`src/rtl/pulse_timing_gen.sv`:
```
// pulse_timing_gen
//   Generates one switching period of Ts clocks made of up to four phases:
//   ON (main switch), DEAD (all off), NEG (negative-pulse switch) and OFF
//   (optional bypass switch). All timing parameters are captured into
//   shadow registers when the generator starts and at each period boundary,
//   so changes made in the middle of a period wait for the next one.
//
// Ports
//   clk, rst                 rising-edge clock, synchronous active-high reset
//   power_Start              run enable; low forces IDLE on the next edge
//   Start1..Start4           cut-mode select, must be one-hot
//   panglu_en, Vneg_en       bypass enable in OFF, negative-pulse enable
//   Ton, Ts, Dt              on-time, period, dead-time (clk counts)
//   T_neg                    negative-pulse width (clk counts)
//   gate_main/neg/bypass     registered switch drives
//   running                  generator is not IDLE
//   period_tick              high on the last cycle of every period
//   fault                    sticky: invalid parameters seen at a boundary
//   dbg_state                current FSM state (IDLE/ON/DEAD/NEG/OFF)
//
// Timing: when valid parameters are sampled on edge k the FSM leaves IDLE
// into a one-cycle arming slot (running=1, gates 0, cnt held at 0); the
// first real period cycle (cnt=0) is the cycle after edge k+1. All outputs
// are registered from the next-state values, so they line up with state/cnt.
module pulse_timing_gen #(
  parameter int CNT_W = 16
) (
  input  logic             clk,
  input  logic             rst,
  input  logic             power_Start,
  input  logic             Start1,
  input  logic             Start2,
  input  logic             Start3,
  input  logic             Start4,
  input  logic             panglu_en,
  input  logic             Vneg_en,
  input  logic [CNT_W-1:0] Ton,
  input  logic [CNT_W-1:0] Ts,
  input  logic [CNT_W-1:0] Dt,
  input  logic [7:0]       T_neg,
  output logic             gate_main,
  output logic             gate_neg,
  output logic             gate_bypass,
  output logic             running,
  output logic             period_tick,
  output logic             fault,
  output logic [2:0]       dbg_state
);

  localparam logic [2:0] S_IDLE = 3'd0;
  localparam logic [2:0] S_ON   = 3'd1;
  localparam logic [2:0] S_DEAD = 3'd2;
  localparam logic [2:0] S_NEG  = 3'd3;
  localparam logic [2:0] S_OFF  = 3'd4;

  // State and shadow registers
  logic [2:0]       state, state_n;
  logic             arm, arm_n;
  logic [CNT_W-1:0] cnt, cnt_n;
  logic [CNT_W-1:0] ph, ph_n;          // cycles spent in the current phase
  logic [CNT_W-1:0] ton_l, ton_n;
  logic [CNT_W-1:0] ts_l, ts_n;
  logic [CNT_W-1:0] dt_l, dt_n;
  logic [7:0]       tneg_l, tneg_n;
  logic             panglu_l, panglu_n;
  logic             vneg_l, vneg_n;
  logic [3:0]       mode_l, mode_n;
  logic             fault_n;

  // Derived values
  logic [3:0]       mode_in;
  logic             in_valid;
  logic             neg_on;
  logic             in_neg_on;
  logic [CNT_W-1:0] ts_last;
  logic [CNT_W-1:0] dead_last;
  logic [CNT_W-1:0] tneg_last;

  assign mode_in   = {Start4, Start3, Start2, Start1};
  assign in_valid  = power_Start && $onehot(mode_in) &&
                     (Ts >= CNT_W'(2)) && (Ton < Ts);
  assign neg_on    = vneg_l && (tneg_l != 8'd0);
  assign in_neg_on = Vneg_en && (T_neg != 8'd0);
  assign ts_last   = ts_l - 1'b1;
  // DEAD is entered with dt_l==0 only to separate ON from NEG; it then
  // lasts a single cycle so the two switches are never adjacent.
  assign dead_last = (dt_l == '0) ? '0 : dt_l - 1'b1;
  assign tneg_last = CNT_W'(tneg_l) - 1'b1;
  assign dbg_state = state;

  // First phase of a period given the (new) shadow values.
  function automatic logic [2:0] first_phase(input logic [CNT_W-1:0] ton,
                                             input logic [CNT_W-1:0] dt,
                                             input logic             neg);
    if (ton != '0)      first_phase = S_ON;
    else if (dt != '0)  first_phase = S_DEAD;
    else if (neg)       first_phase = S_NEG;
    else                first_phase = S_OFF;
  endfunction

  always_comb begin
    state_n  = state;
    arm_n    = arm;
    cnt_n    = cnt;
    ph_n     = ph;
    ton_n    = ton_l;
    ts_n     = ts_l;
    dt_n     = dt_l;
    tneg_n   = tneg_l;
    panglu_n = panglu_l;
    vneg_n   = vneg_l;
    mode_n   = mode_l;
    fault_n  = fault;

    if (!power_Start) begin
      // Run enable dropped: stop immediately, no fault.
      state_n = S_IDLE;
      arm_n   = 1'b0;
      cnt_n   = '0;
      ph_n    = '0;
    end else if (state == S_IDLE) begin
      if (in_valid) begin
        ton_n    = Ton;
        ts_n     = Ts;
        dt_n     = Dt;
        tneg_n   = T_neg;
        panglu_n = panglu_en;
        vneg_n   = Vneg_en;
        mode_n   = mode_in;
        state_n  = S_ON;
        arm_n    = 1'b1;
        cnt_n    = '0;
        ph_n     = '0;
        fault_n  = 1'b0;
      end
    end else if (arm) begin
      // Arming slot: cnt stays 0 so the first real cycle is cnt=0.
      arm_n   = 1'b0;
      cnt_n   = '0;
      ph_n    = '0;
      state_n = first_phase(ton_l, dt_l, neg_on);
    end else if (cnt == ts_last) begin
      // Period boundary overrides whatever phase is active.
      ton_n    = Ton;
      ts_n     = Ts;
      dt_n     = Dt;
      tneg_n   = T_neg;
      panglu_n = panglu_en;
      vneg_n   = Vneg_en;
      mode_n   = mode_in;
      cnt_n    = '0;
      ph_n     = '0;
      if (in_valid) begin
        state_n = first_phase(Ton, Dt, in_neg_on);
      end else begin
        state_n = S_IDLE;
        fault_n = 1'b1;
      end
    end else begin
      cnt_n = cnt + 1'b1;
      ph_n  = ph + 1'b1;
      case (state)
        S_ON: begin
          if (ph == ton_l - 1'b1) begin
            ph_n    = '0;
            state_n = ((dt_l != '0) || neg_on) ? S_DEAD : S_OFF;
          end
        end
        S_DEAD: begin
          if (ph == dead_last) begin
            ph_n    = '0;
            state_n = neg_on ? S_NEG : S_OFF;
          end
        end
        S_NEG: begin
          if (ph == tneg_last) begin
            ph_n    = '0;
            state_n = S_OFF;
          end
        end
        default: ph_n = ph;  // OFF holds until the boundary
      endcase
      // The last cycle of a period is never NEG, so a following ON phase
      // always sees at least one cycle with both switches low.
      if ((state_n == S_NEG) && (cnt_n == ts_last)) state_n = S_OFF;
    end
  end

  always_ff @(posedge clk) begin
    if (rst) begin
      state       <= S_IDLE;
      arm         <= 1'b0;
      cnt         <= '0;
      ph          <= '0;
      ton_l       <= '0;
      ts_l        <= '0;
      dt_l        <= '0;
      tneg_l      <= '0;
      panglu_l    <= 1'b0;
      vneg_l      <= 1'b0;
      mode_l      <= '0;
      fault       <= 1'b0;
      gate_main   <= 1'b0;
      gate_neg    <= 1'b0;
      gate_bypass <= 1'b0;
      running     <= 1'b0;
      period_tick <= 1'b0;
    end else begin
      state       <= state_n;
      arm         <= arm_n;
      cnt         <= cnt_n;
      ph          <= ph_n;
      ton_l       <= ton_n;
      ts_l        <= ts_n;
      dt_l        <= dt_n;
      tneg_l      <= tneg_n;
      panglu_l    <= panglu_n;
      vneg_l      <= vneg_n;
      mode_l      <= mode_n;
      fault       <= fault_n;
      // Drives are qualified by a one-hot mode so a corrupted shadow can
      // never turn a switch on.
      gate_main   <= (state_n == S_ON) && !arm_n && $onehot(mode_n);
      gate_neg    <= (state_n == S_NEG) && $onehot(mode_n);
      gate_bypass <= (state_n == S_OFF) && panglu_n && $onehot(mode_n);
      running     <= (state_n != S_IDLE);
      period_tick <= (state_n != S_IDLE) && !arm_n && (cnt_n == ts_n - 1'b1);
    end
  end

endmodule

```
`config.mk`:
```
export PLATFORM = sky130hd
export DESIGN_NAME = pulse_timing_gen
export DESIGN_NICKNAME = d
export VERILOG_FILES = /design/src/rtl/pulse_timing_gen.sv
export SDC_FILE = /design/constraint.sdc
export NUM_CORES = 1
export LEC_CHECK = 0
export CORE_MARGIN = 3
export CORE_UTILIZATION = 45
export DETAILED_ROUTE_END_ITERATION = 8
export PLACE_DENSITY_LB_ADDON = 0.08
export SYNTH_ARGS = -nofsm -noshare
export SYNTH_HDL_FRONTEND = slang
export SYNTH_SLANG_ARGS = --single-unit
```
`constraint.sdc`:
```
create_clock -name clk -period 6.21 [get_ports clk]
set_input_delay 1.242 -clock clk [delete_from_list [all_inputs] [get_ports clk]]
set_output_delay 1.242 -clock clk [all_outputs]
set_load 0.05 [all_outputs]
```
==> run_results.csv <==
group,metric,value,unit
outcome,outcome,"completed",
global_routing,gr-usage-all-layers,27.0,%
worst_setup_path,end_kind,"flop",
worst_setup_path,r2r-end,"period_tick$_SDFF_PP0_",
yosys,synth_area_leaders,"dfxtp_1 (25%), xnor2_1 (7.1%), nand2_1 (6.9%)",
yosys,netlist_area,0.00843,sq mm
power,total_power,1810,uW
floorplanning,io_pins,74,
placed_design,dpl_cell_area,0.00956,sq mm
worst_setup_path,worstPathArrival,6090,ps
sta,max_freq,0.172,GHz
min_path,hold_start,"vneg_l$_SDFFE_PP0P_",
clock_tree,cts_tree,"yes",
sta,drv_slew,0,
yosys,ys_seq_area_share,24.7,%
global_routing,antenna_found_initial,0,
yosys,synth_top_cell_by_area,"dfxtp_1",
worst_setup_path,ff2ff_path_depth,17,
routing,routed_via_density,5.90,
global_routing,grt_pass1_wl,43.2,mm
clock_tree,numCtsBuffers,9,
sta,post-route-min-period,5810,ps
routing,drtIter0Drc,687,
yosys,yosysMostFrequentCell,"nand2_1",
placed_design,gp_congestion,0.926,
min_path,min_path_type,"flop to flop",
global_routing,grt_max_degree,54,
min_path,hold_end,"vneg_l$_SDFFE_PP0P_",
floorplanning,die_w,143,um
final_layout,design_area,0.00997,sq mm
placed_design,hpwl,21.1,mm
clock_tree,ctsLongestPathBuffers,2,
floorplanning,die_h,143,um
clock_tree,cts-hold-fix-buffers,0,
yosys,ys_types,77,
final_layout,antenna_cells,0,
final_layout,nets,1318,
sta,finalCritPeriodShare,93.6,%
routing,wl_per_cell,18.9,um
clock_tree,cts-root-buf,"clkbuf_16",
yosys,synth_top_flop_cell,"dfxtp_1",
final_layout,syn_to_final_growth,18.2,%
yosys,synthTopCellsByCount,"nand2_1 (155), nor2_1 (113), dfxtp_1 (104)",
worst_setup_path,crit_top_cell,"buf_4",
placed_design,place_inst,1443,
worst_setup_path,cp-start-kind,"input port",
yosys,ys_seq_elements,104,
final_layout,utilization,54.7,%
final_layout,final_cells,1459,
worst_setup_path,critPathTopFamily,"simple AND/OR/NAND/NOR gates",
worst_setup_path,critPathSlowestCell,"fa_1",
sta,whs,464,ps
floorplanning,rows,49,
routing,dr_total_vias,8612,
sta,worstMarginPinSlew,1010,ps
run,cap_violations,0,
clock_tree,path_clk_slew,80,ps
clock_tree,clock_latency,360,ps
worst_setup_path,cp_data_required_time,6490,ps
clock_tree,cts_sinks,104,
power,ir_drop,0.126,mV
routing,drc_errors,0,
placed_design,port_buffers,73,
yosys,netlist_instances,1162,
floorplanning,dieArea,0.0204,sq mm
worst_setup_path,cp.depth,25,
routing,firstDrtPassIters,5,
yosys,synthArstFlopShare,0,%
global_routing,first_global_vias,8077,
worst_setup_path,crit_type,"input port to flop",
final_layout,fillCellCount,1820,
yosys,yosysWarningCount,0,
worst_setup_path,slowest_delay,540,ps
sta,relSlewSlack,32.1,%
floorplanning,coreArea,0.0182,sq mm
worst_setup_path,cp_num_buf_inv,6,
final_layout,drive_gt1_share,9.11,%
yosys,synth_edf_count,0,
routing,wl,27.6,mm
worst_setup_path,critPathMaxFanout,3,
worst_setup_path,r2r_start,"ts_l[4]$_SDFF_PP0_",
power,pwr_density_cell,182,mW/mm^2
clock_tree,postCtsSetupBuffers,0,
yosys,syn_nets,1255,
min_path,whs_path_depth,2,
power,p_leak,0.00379,uW
sta,finalSetupViolCount,0,
final_layout,seqCellArea,0.00208,sq mm
global_routing,grt_overflow_total,0,
sta,fin_worst_skew,7.67,ps
floorplanning,initial_utilization,46.3,%
clock_tree,cts_htree_levels,3,
final_layout,multi_input_area,0.00597,sq mm
sta,rsz0062_at_grt,"no",
worst_setup_path,r2r_setup_slack,1130,ps
routing,ant_nets,0,
yosys,yosysTopAreaCellShare,24.7,%
sta,hold_violations,0,
yosys,avgSynthCellArea,7.26,sq um
cell type report:
type / instances / share of cell area, %
multi-input cells: 936 / 59.9
flip-flops and latches: 104 / 20.9
repair buffers: 125 / 11.3
well taps: 229 / 2.87
clock buffers: 9 / 2.26
inverters: 49 / 1.85
clock inverters: 7 / 0.954
report_power, final:
part | leakage (uW) | internal [uW] | switching (uW) | total, uW
Combinational | 0.00279 | 219 | 266 | 484
Clock | 0.000157 | 326 | 303 | 630
Sequential | 0.000839 | 677 | 18.3 | 696
state kept, by name (all words and copies together) (netlist names):
register,count
cnt,16
dt_l,16
ph,16
ton_l,16
ts_l,16
tneg_l,8
mode_l,4
dbg_state,3
arm,1
fault,1
gate_bypass,1
gate_main,1
gate_neg,1
panglu_l,1
period_tick,1
running,1
vneg_l,1
logic make-up (layout without fill, tap and decap cells):
family	Yosys count	in the layout	share of synthesized area, %
multiplexers	31	31	3.75
buffers and inverters	122	190	5.65
flip-flops	104	104	24.7
adder cells (fa/ha/maj)	28	28	4.33
AO/OA/AOI/OAI	232	232	17.6
XOR/XNOR	121	121	12.7
AND/OR/NAND/NOR	524	524	31.2
worst max path at each step:
stage                      start                endpoint  slack (ps)
after floorplan           Start1  period_tick$_SDFF_PP0_          20
final                     Start2  period_tick$_SDFF_PP0_         400
after CTS                 Start1  period_tick$_SDFF_PP0_          20
after global routing      Start2  period_tick$_SDFF_PP0_         210
after detailed placement  Start1  period_tick$_SDFF_PP0_        -400
after global placement    Start1  period_tick$_SDFF_PP0_        -350
worst min-delay path, delay by kind of cell (launching register included):
kind / cells / cell delay, ps
simple gates: 1 / 50
flops: 1 / 320
compound gates: 1 / 50
what timing repair did:
| item | 4_1_cts | 5_1_grt |
|---|---|---|
| resized for setup | 2 | 21 |
| pin swaps | 0 | 10 |
| setup endpoints to repair | 1 | 4 |
per-stage QoR:
step | worst slack (ps) | setup TNS (ps)
2_1_floorplan | 18.0 | 0
3_3_place_gp | -346 | -955
3_5_place_dp | -402 | -1210
4_1_cts | 15.7 | 0
5_1_grt | 209 | 0
6_report | 396 | 0
layer usage:
metal / vias to the layer above / share of wire [%] / wire length (um) / track usage (%)
met5: - / 0 / 0 / 0
met4: 0 / 4.7 / 1280 / 12.7
met3: 75 / 4.5 / 1240 / 3.82
met2: 262 / 50 / 13700 / 47.5
met1: 4014 / 41 / 11300 / 32.4
li1: 4261 / - / - / -
cell usage in the layout (no fill, tap or decap), drive strengths merged, types with 10 or more instances in the layout:
| cell | netlist | routed |
|---|---|---|
| xor2 | 52 | 52 |
| nor4 | 34 | 34 |
| o21ai | 47 | 47 |
| nor3 | 41 | 41 |
| nand4 | 27 | 27 |
| dfxtp | 104 | 104 |
| a31oi | 15 | 15 |
| buf | 11 | 53 |
| ha | 26 | 26 |
| nand3 | 41 | 41 |
| xnor2 | 68 | 68 |
| mux2i | 29 | 29 |
| and2 | 15 | 15 |
| nand2b | 17 | 17 |
| inv | 49 | 53 |
| nand2 | 155 | 155 |
| and3 | 18 | 18 |
| nor2 | 113 | 113 |
| or3 | 10 | 10 |
| a21oi | 81 | 81 |
| clkdlybuf4s50 | 0 | 69 |
Note: power is estimated with default switching activity, not from simulation.
